==> config.mk <==
export PLATFORM = sky130hd
export DESIGN_NAME = mem_stage
export DESIGN_NICKNAME = d
export VERILOG_FILES = /design/src/rtl/mem_stage_pkg.sv /design/src/rtl/mem_wb_reg.sv /design/src/rtl/mem_stage.sv
export SDC_FILE = /design/constraint.sdc
export NUM_CORES = 1
export LEC_CHECK = 0
export CORE_MARGIN = 3
export CORE_UTILIZATION = 30
export CTS_CLUSTER_DIAMETER = 200
export DETAILED_ROUTE_END_ITERATION = 10
export GPL_TIMING_DRIVEN = 0
export HOLD_SLACK_MARGIN = 0.1
export PLACE_DENSITY_LB_ADDON = 0.1
export SYNTH_ARGS = -nofsm -noshare
export SYNTH_HDL_FRONTEND = slang
export SYNTH_SLANG_ARGS = --single-unit
==> constraint.sdc <==
create_clock -name clk -period 2.2 [get_ports clk]
set_input_delay 0.44 -clock clk [delete_from_list [all_inputs] [get_ports clk]]
set_output_delay 0.44 -clock clk [all_outputs]
set_load 0.1 [all_outputs]
==> src/rtl/mem_stage_pkg.sv <==
// mem_stage_pkg: shared types and widths for the MEM pipeline stage.
//   state_t    : access FSM states (IDLE, WAIT)
//   WORD_W     : datapath width
//   REGADDR_W  : register-file address width
//   CNT_W      : width of the wait counter (covers MAX_WAIT up to 255)
//   is_aligned : true when a byte address is word aligned
package mem_stage_pkg;

    localparam int WORD_W    = 32;
    localparam int REGADDR_W = 5;
    localparam int CNT_W     = 8;

    typedef enum logic [0:0] {
        ST_IDLE = 1'b0,
        ST_WAIT = 1'b1
    } state_t;

    function automatic logic is_aligned(input logic [WORD_W-1:0] addr);
        return (addr[1:0] == 2'b00);
    endfunction

endpackage

==> src/rtl/mem_wb_reg.sv <==
// mem_wb_reg: MEM/WB pipeline register.
//   clk, rst_n          : clock, asynchronous active-low reset
//   stall               : stage is frozen this cycle -> insert a bubble, hold data
//   valid, reg_write    : slot qualifiers to capture when not stalled
//   write_address       : destination register to capture
//   result              : selected writeback value to capture
//   wb_valid, wb_reg_write, wb_write_address, wb_result : registered outputs
module mem_wb_reg
    import mem_stage_pkg::*;
(
    input  logic                 clk,
    input  logic                 rst_n,
    input  logic                 stall,
    input  logic                 valid,
    input  logic                 reg_write,
    input  logic [REGADDR_W-1:0] write_address,
    input  logic [WORD_W-1:0]    result,
    output logic                 wb_valid,
    output logic                 wb_reg_write,
    output logic [REGADDR_W-1:0] wb_write_address,
    output logic [WORD_W-1:0]    wb_result
);

    // Capture the slot when the stage advances; while stalled emit a bubble and keep the data fields.
    always_ff @(posedge clk or negedge rst_n) begin
        if (!rst_n) begin
            wb_valid         <= 1'b0;
            wb_reg_write     <= 1'b0;
            wb_write_address <= {REGADDR_W{1'b0}};
            wb_result        <= {WORD_W{1'b0}};
        end else if (stall) begin
            wb_valid         <= 1'b0;
        end else begin
            wb_valid         <= valid;
            wb_reg_write     <= reg_write;
            wb_write_address <= write_address;
            wb_result        <= result;
        end
    end

endmodule

==> src/rtl/mem_stage.sv <==
// mem_stage: MEM stage of a 5-stage pipeline with a req/ack data-memory port.
//   Parameter MAX_WAIT (1..255): request cycles, counting the first, before an access is aborted.
//   Inputs : clk, rst_n, EX/MEM controls (in_valid, branch, zero, mem_read, mem_write,
//            mem_to_reg, reg_write), write_address, alu_result, read_out2,
//            dmem_rdata, dmem_ack.
//   Outputs: dmem_req/we/addr/wdata, stall, pc_src, mem_err, MEM/WB slot (wb_*).
//   Build option: MEM_ALIGN_CHECK_EN rejects non-word-aligned accesses without touching memory.
module mem_stage
    import mem_stage_pkg::*;
#(
    parameter int MAX_WAIT = 8
) (
    input  logic                 clk,
    input  logic                 rst_n,
    input  logic                 in_valid,
    input  logic                 branch,
    input  logic                 zero,
    input  logic                 mem_read,
    input  logic                 mem_write,
    input  logic                 mem_to_reg,
    input  logic                 reg_write,
    input  logic [REGADDR_W-1:0] write_address,
    input  logic [WORD_W-1:0]    alu_result,
    input  logic [WORD_W-1:0]    read_out2,
    output logic                 dmem_req,
    output logic                 dmem_we,
    output logic [WORD_W-1:0]    dmem_addr,
    output logic [WORD_W-1:0]    dmem_wdata,
    input  logic [WORD_W-1:0]    dmem_rdata,
    input  logic                 dmem_ack,
    output logic                 stall,
    output logic                 pc_src,
    output logic                 mem_err,
    output logic                 wb_valid,
    output logic                 wb_reg_write,
    output logic [REGADDR_W-1:0] wb_write_address,
    output logic [WORD_W-1:0]    wb_result
);

    localparam logic [CNT_W-1:0] MAX_WAIT_C = CNT_W'(MAX_WAIT);

    state_t             state_r, state_nx_s;
    logic [CNT_W-1:0]   cnt_r, cnt_nx_s;
    logic               access_raw_s, access_s, misalign_s;
    logic               req_s, stall_s, done_s, abort_s, kill_s;
    logic [WORD_W-1:0]  result_s;

    assign access_raw_s = in_valid & (mem_read | mem_write);

    // Misaligned accesses are dropped before they reach the FSM when the check is built in.
    always_comb begin
`ifdef MEM_ALIGN_CHECK_EN
        misalign_s = access_raw_s & ~is_aligned(alu_result);
`else
        misalign_s = 1'b0;
`endif
    end

    assign access_s = access_raw_s & ~misalign_s;

    // FSM state and wait counter; reset abandons any access in flight.
    always_ff @(posedge clk or negedge rst_n) begin
        if (!rst_n) begin
            state_r <= ST_IDLE;
            cnt_r   <= {CNT_W{1'b0}};
        end else begin
            state_r <= state_nx_s;
            cnt_r   <= cnt_nx_s;
        end
    end

    // Next state and request/stall decode. At the final allowed count the request is
    // withdrawn and the slot is released as a bubble.
    always_comb begin
        state_nx_s = state_r;
        cnt_nx_s   = cnt_r;
        req_s      = 1'b0;
        stall_s    = 1'b0;
        done_s     = 1'b0;
        abort_s    = 1'b0;
        case (state_r)
            ST_IDLE: begin
                if (access_s) begin
                    req_s = 1'b1;
                    if (dmem_ack) begin
                        done_s = 1'b1;
                    end else begin
                        stall_s    = 1'b1;
                        state_nx_s = ST_WAIT;
                        cnt_nx_s   = CNT_W'(1);
                    end
                end else begin
                    cnt_nx_s = {CNT_W{1'b0}};
                end
            end
            ST_WAIT: begin
                if (cnt_r >= MAX_WAIT_C) begin
                    abort_s    = 1'b1;
                    state_nx_s = ST_IDLE;
                    cnt_nx_s   = {CNT_W{1'b0}};
                end else if (dmem_ack) begin
                    req_s      = 1'b1;
                    done_s     = 1'b1;
                    state_nx_s = ST_IDLE;
                    cnt_nx_s   = {CNT_W{1'b0}};
                end else begin
                    req_s    = 1'b1;
                    stall_s  = 1'b1;
                    cnt_nx_s = cnt_r + CNT_W'(1);
                end
            end
            default: begin
                state_nx_s = ST_IDLE;
                cnt_nx_s   = {CNT_W{1'b0}};
            end
        endcase
    end

    // Reset must silence the memory port and release the pipeline without waiting for a clock.
    assign dmem_req   = rst_n & req_s;
    assign stall      = rst_n & stall_s;
    assign dmem_we    = mem_write;
    assign dmem_addr  = alu_result;
    assign dmem_wdata = read_out2;
    assign pc_src     = in_valid & branch & zero;

    assign kill_s   = abort_s | misalign_s;
    assign result_s = (mem_to_reg & done_s) ? dmem_rdata : alu_result;

    // Error pulse follows the cycle in which an access was aborted or rejected.
    always_ff @(posedge clk or negedge rst_n) begin
        if (!rst_n) begin
            mem_err <= 1'b0;
        end else begin
            mem_err <= kill_s;
        end
    end

    mem_wb_reg u_mem_wb_reg (
        .clk              (clk),
        .rst_n            (rst_n),
        .stall            (stall_s),
        .valid            (in_valid & ~kill_s),
        .reg_write        (reg_write & ~kill_s),
        .write_address    (write_address),
        .result           (result_s),
        .wb_valid         (wb_valid),
        .wb_reg_write     (wb_reg_write),
        .wb_write_address (wb_write_address),
        .wb_result        (wb_result)
    );

endmodule

==> results.md <==
Status:
- The flow ran to the end, and the final reports show no timing, DRC or antenna violations.

Yosys:
- After synthesis the netlist holds a flip-flop and latch count of 49.
- The register area share after synthesis is 43.5%.
- After synthesis, the mean cell area works out to 12.2 um2.
- Synthesis produced a netlist with a net count of 344.
- Summing every instance area after synthesis gives 0.00282 mm2.
- Yosys printed 0 warnings.
- The gate count after technology mapping is 231.
- Yosys mapped the design onto 28 distinct sky130hd cell types.

STA:
- The smallest clock period supported by the final layout is computed as 2.15 ns.
- The transition at the pin with the smallest max-transition slack is 1.03 ns.
- The final worst-path setup slack is between 0.04 and 0.05 ns.
- The number of hold violations in the final report was 0.
- Setup violations remaining at the end of the flow were counted as 0.
- Between clock sinks in the finished design, the worst skew comes to around 0.0054 ns.
- Timing would allow up to 465 MHz.
- The count of final max-slew check failures is 0.
- The part of the cycle the worst path needs is 97.8%.
- Measured against its own limit, the worst slew margin works out to a little under a third.

GRT:
- Global routing consumed, over all layers together, around 14% of the routing resources.
- After global routing the overflow that remains totals 0.
- The initial antenna violation count is 0.
- Entering global routing, the biggest net connects 32 pins.
- The first global-routing pass estimated 11800 um of wire.
- The via count of the first global-routing pass is around 2400.

Cells and area:
- The area of all sequential standard cells is 0.00123 mm2.
- Summing all multi-input logic gate instances after layout gives about 0.0011 mm2.
- Compared with the post-synthesis result, the final layout area differs by 78.0%.
- 0 antenna diodes ended up in the layout.
- After the last flow step, the layout net total stands at 545.
- Of the cells placed in the final design, the portion with a size suffix greater than 1 is between 40% and 50%.
- The filler cell count in the final layout is 792.
- With fillers left out, the area of the finished cells amounts to 0.00502 mm2.

Critical path:
- The worst setup path is of the in2out kind.
- The number of cell instances on the worst register-to-register path is 6.
- Data arrives at the worst endpoint at 1.71 ns.
- In this run the worst path has a maximum fanout of 3.
- The most critical setup path has its startpoint at mem_read.
- The timing endpoint of the critical path is stall.
- STA classifies the critical path endpoint as an output port.
- The endpoint required time on the critical path is 1.76 ns.
- The startpoint of the most critical register-to-register path is cnt_r[5].
- The endpoint of the worst-slack reg-to-reg timing path is u_mem_wb_reg.wb_result[20].
- STA classifies the critical path startpoint as an input pin.
- The register-to-register setup slack is 0.29 ns.

Pwr:
- In this run the power spent charging and discharging nets is 1.73 mW.
- Of the total power, the clock network draws around 15%.
- Net switching is 49.1% of the power.
- Combinational cells account for 55.3% of the total power.
- The areal power density over the cells is around 700 mW/mm2.
- The leakage power of the design is 2.24 nW.
- The worst voltage drop across the vdd grid is 294 uV.
- The portion of total power attributed to sequential cells is 29.3%.
- The total internal power is 1.80 mW.

Route:
- The wire length reported by the detailed router is 8060 um.
- After detailed routing, the number of remaining DRC violations is 0.
- The vias per cell is around 4.4.
- The first TritonRoute pass finished after 4 iterations.
- The initial DRC count is 30.
- The per-cell routed wire length is 14.9 um.
- In this run the remaining antenna-violating nets after routing total 0.
- The total via count after detailed routing is 2378.

Die:
- The y dimension of the die is 103 um.
- ~220 I/O pins were placed.
- The die covers 0.0106 mm2.
- The floorplan step set the die width to 103 um.
- The area of the placeable core is between 0.008 and 0.009 mm2.
- The floorplan has 34 rows.
- The initial standard-cell utilization of the core is between 30% and 40%.

Clocking:
- The clock net in this run drives a total of 49 sinks.
- The clock tree from TritonCTS is done.
- The maximum number of buffers from clock root to sink is 2.
- The CTS root buffer is sky130_fd_sc_hd__clkbuf_8.
- TritonCTS created 5 clock buffers.
- The clock insertion delay at the later pin of the skew report is a little under 0.3 ns.
- After clock tree synthesis, the clock-pin slew on the worst setup and hold paths is 0.09 ns.
- In this run the number of H-tree levels came out at 2.
- The post-cts hold buffer count is 0.

Flow run:
- The number of max-capacitance violations reported is 0.

Place:
- The worst slack after detailed placement is -1.33 ns.
- During placement, the flow inserted port buffers numbering 186.
- Detailed placement finished with a half-perimeter wire length of 6460 um.
- At the end of routability-driven placement, the weighted congestion stood at ~0.7.
- Once placement finished, the instance area stood at 0.00484 mm2.

Hold path:
- In this run the worst hold path is classified as in2async.
layout by cell type (no fill, tap or decap), drive strengths merged:
master / count
a21oi: 4
inv: 3
nand4: 1
nand3: 6
ha: 2
nor2: 4
clkdlybuf4s15: 34
buf: 81
and2: 1
xnor2: 1
nor2b: 1
o21ai: 4
mux2: 69
nand2b: 1
and3: 5
mux2i: 1
clkdlybuf4s50: 107
nor3: 1
nand2: 1
dlygate4sd2: 42
a21boi: 2
dfrtp: 49
clkbuf: 10
o31ai: 2
timing repair:
| action | 4_1_cts | 5_1_grt |
|---|---|---|
| buffers inserted | 1 | 6 |
| endpoints found under the setup margin | 76 | 1 |
| pin swaps | 1 | 2 |
| resized for setup | 169 | 2 |
flip-flops by register name, indices dropped and copies added (netlist names):
name and count:
cnt_r 8, u_mem_wb_reg.wb_write_address 5, u_mem_wb_reg.wb_reg_write 1, u_mem_wb_reg.wb_valid 1, mem_err 1, state_r 1, u_mem_wb_reg.wb_result 32
layout make-up:
class                           instances  area share [%]
Buffer                                 73            11.1
Multi-Input combinational cell        106            21.2
Tap cell                              108            2.69
Inverter                                3           0.224
Clock buffer                            7            1.72
Timing Repair Buffer                  194            38.6
Sequential cell                        49            24.4
cell usage after synthesis, drive strengths merged:
cell | instances | area [um2]
and2 | 1 | 6.26
a21oi | 4 | 35.0
and3 | 5 | 31.3
xnor2 | 1 | 8.76
a21boi | 2 | 15.0
nand4 | 1 | 6.26
nand2 | 1 | 3.75
clkbuf | 3 | 11.3
inv | 3 | 11.3
mux2i | 1 | 10.0
nor2 | 4 | 15.0
nor2b | 1 | 6.26
nor3 | 1 | 16.3
nand3 | 6 | 42.5
dfrtp | 49 | 1230
o21ai | 4 | 20.0
buf | 70 | 532
nand2b | 1 | 6.26
ha | 2 | 25.0
mux2 | 69 | 777
o31ai | 2 | 15.0
how the worst min path moves through the flow:
stage / startpoint / cells past startpoint / end / slack, ns
after CTS: rst_n / 1 / u_mem_wb_reg.wb_result[15] / 0.11
after global routing: rst_n / 1 / u_mem_wb_reg.wb_result[27] / 0.14
after detailed placement: rst_n / 1 / u_mem_wb_reg.wb_result[27] / 0.44
after floorplan: rst_n / 0 / cnt_r[0] / 0.14
final: rst_n / 1 / u_mem_wb_reg.wb_result[27] / 0.11
after global placement: u_mem_wb_reg.wb_write_address[0] / 1 / u_mem_wb_reg.wb_write_address[0] / 0.49
per-stage QoR:
stage | utilization [%] | power, mW | hold slack (ns) | cells | TNS (ns)
floorplan | - | 2.53 | 0.144 | 231 | 0
global placement | 54.0 | 3.06 | 0.488 | 525 | -72.15
detailed placement | 54.1 | 3.07 | 0.444 | 526 | -23.30
CTS | 55.6 | 3.57 | 0.114 | 534 | 0
global route | 56.2 | 3.67 | 0.136 | 540 | -0.00807
finish | 56.2 | 3.53 | 0.106 | 540 | 0
routing by layer:
layer / share of wire (%) / up-vias / global-route usage [%]
li1: - / 1129 / -
met1: 37 / 1097 / 15.8
met2: 48 / 148 / 25.2
met3: 14 / 4 / 6.77
met4: 0.66 / 0 / 3.29
met5: 0 / - / 0
cells by family after synthesis:
group / Yosys count / synth area share [%]
and+or+nand+nor: 21 / 4.75
xor gates and xnor gates: 1 / 0.311
muxes: 70 / 27.9
buffers and inverters: 76 / 19.7
AOI/OAI and AO/OA: 12 / 3.02
DFF: 49 / 43.5
adders and majority gates: 2 / 0.887
critical path, cell delays in order:
cell                              delay, ns
sky130_fd_sc_hd__clkdlybuf4s50_1       0.50
sky130_fd_sc_hd__o21ai_2               0.08
sky130_fd_sc_hd__nand2b_4              0.17
sky130_fd_sc_hd__a21oi_4               0.16
sky130_fd_sc_hd__and2_2                0.18
sky130_fd_sc_hd__buf_12                0.17
power by group through the flow:
stage | registers, mW | logic [mW] | clock network (mW)
floorplan | 1.71 | 0.820 | 0
finish | 1.03 | 1.95 | 0.542
detailed placement | 1.06 | 2.01 | 0
CTS | 1.04 | 1.96 | 0.576
global route | 1.05 | 2.02 | 0.603
global placement | 1.05 | 2.00 | 0
Note: power is estimated with default switching activity, not from simulation.
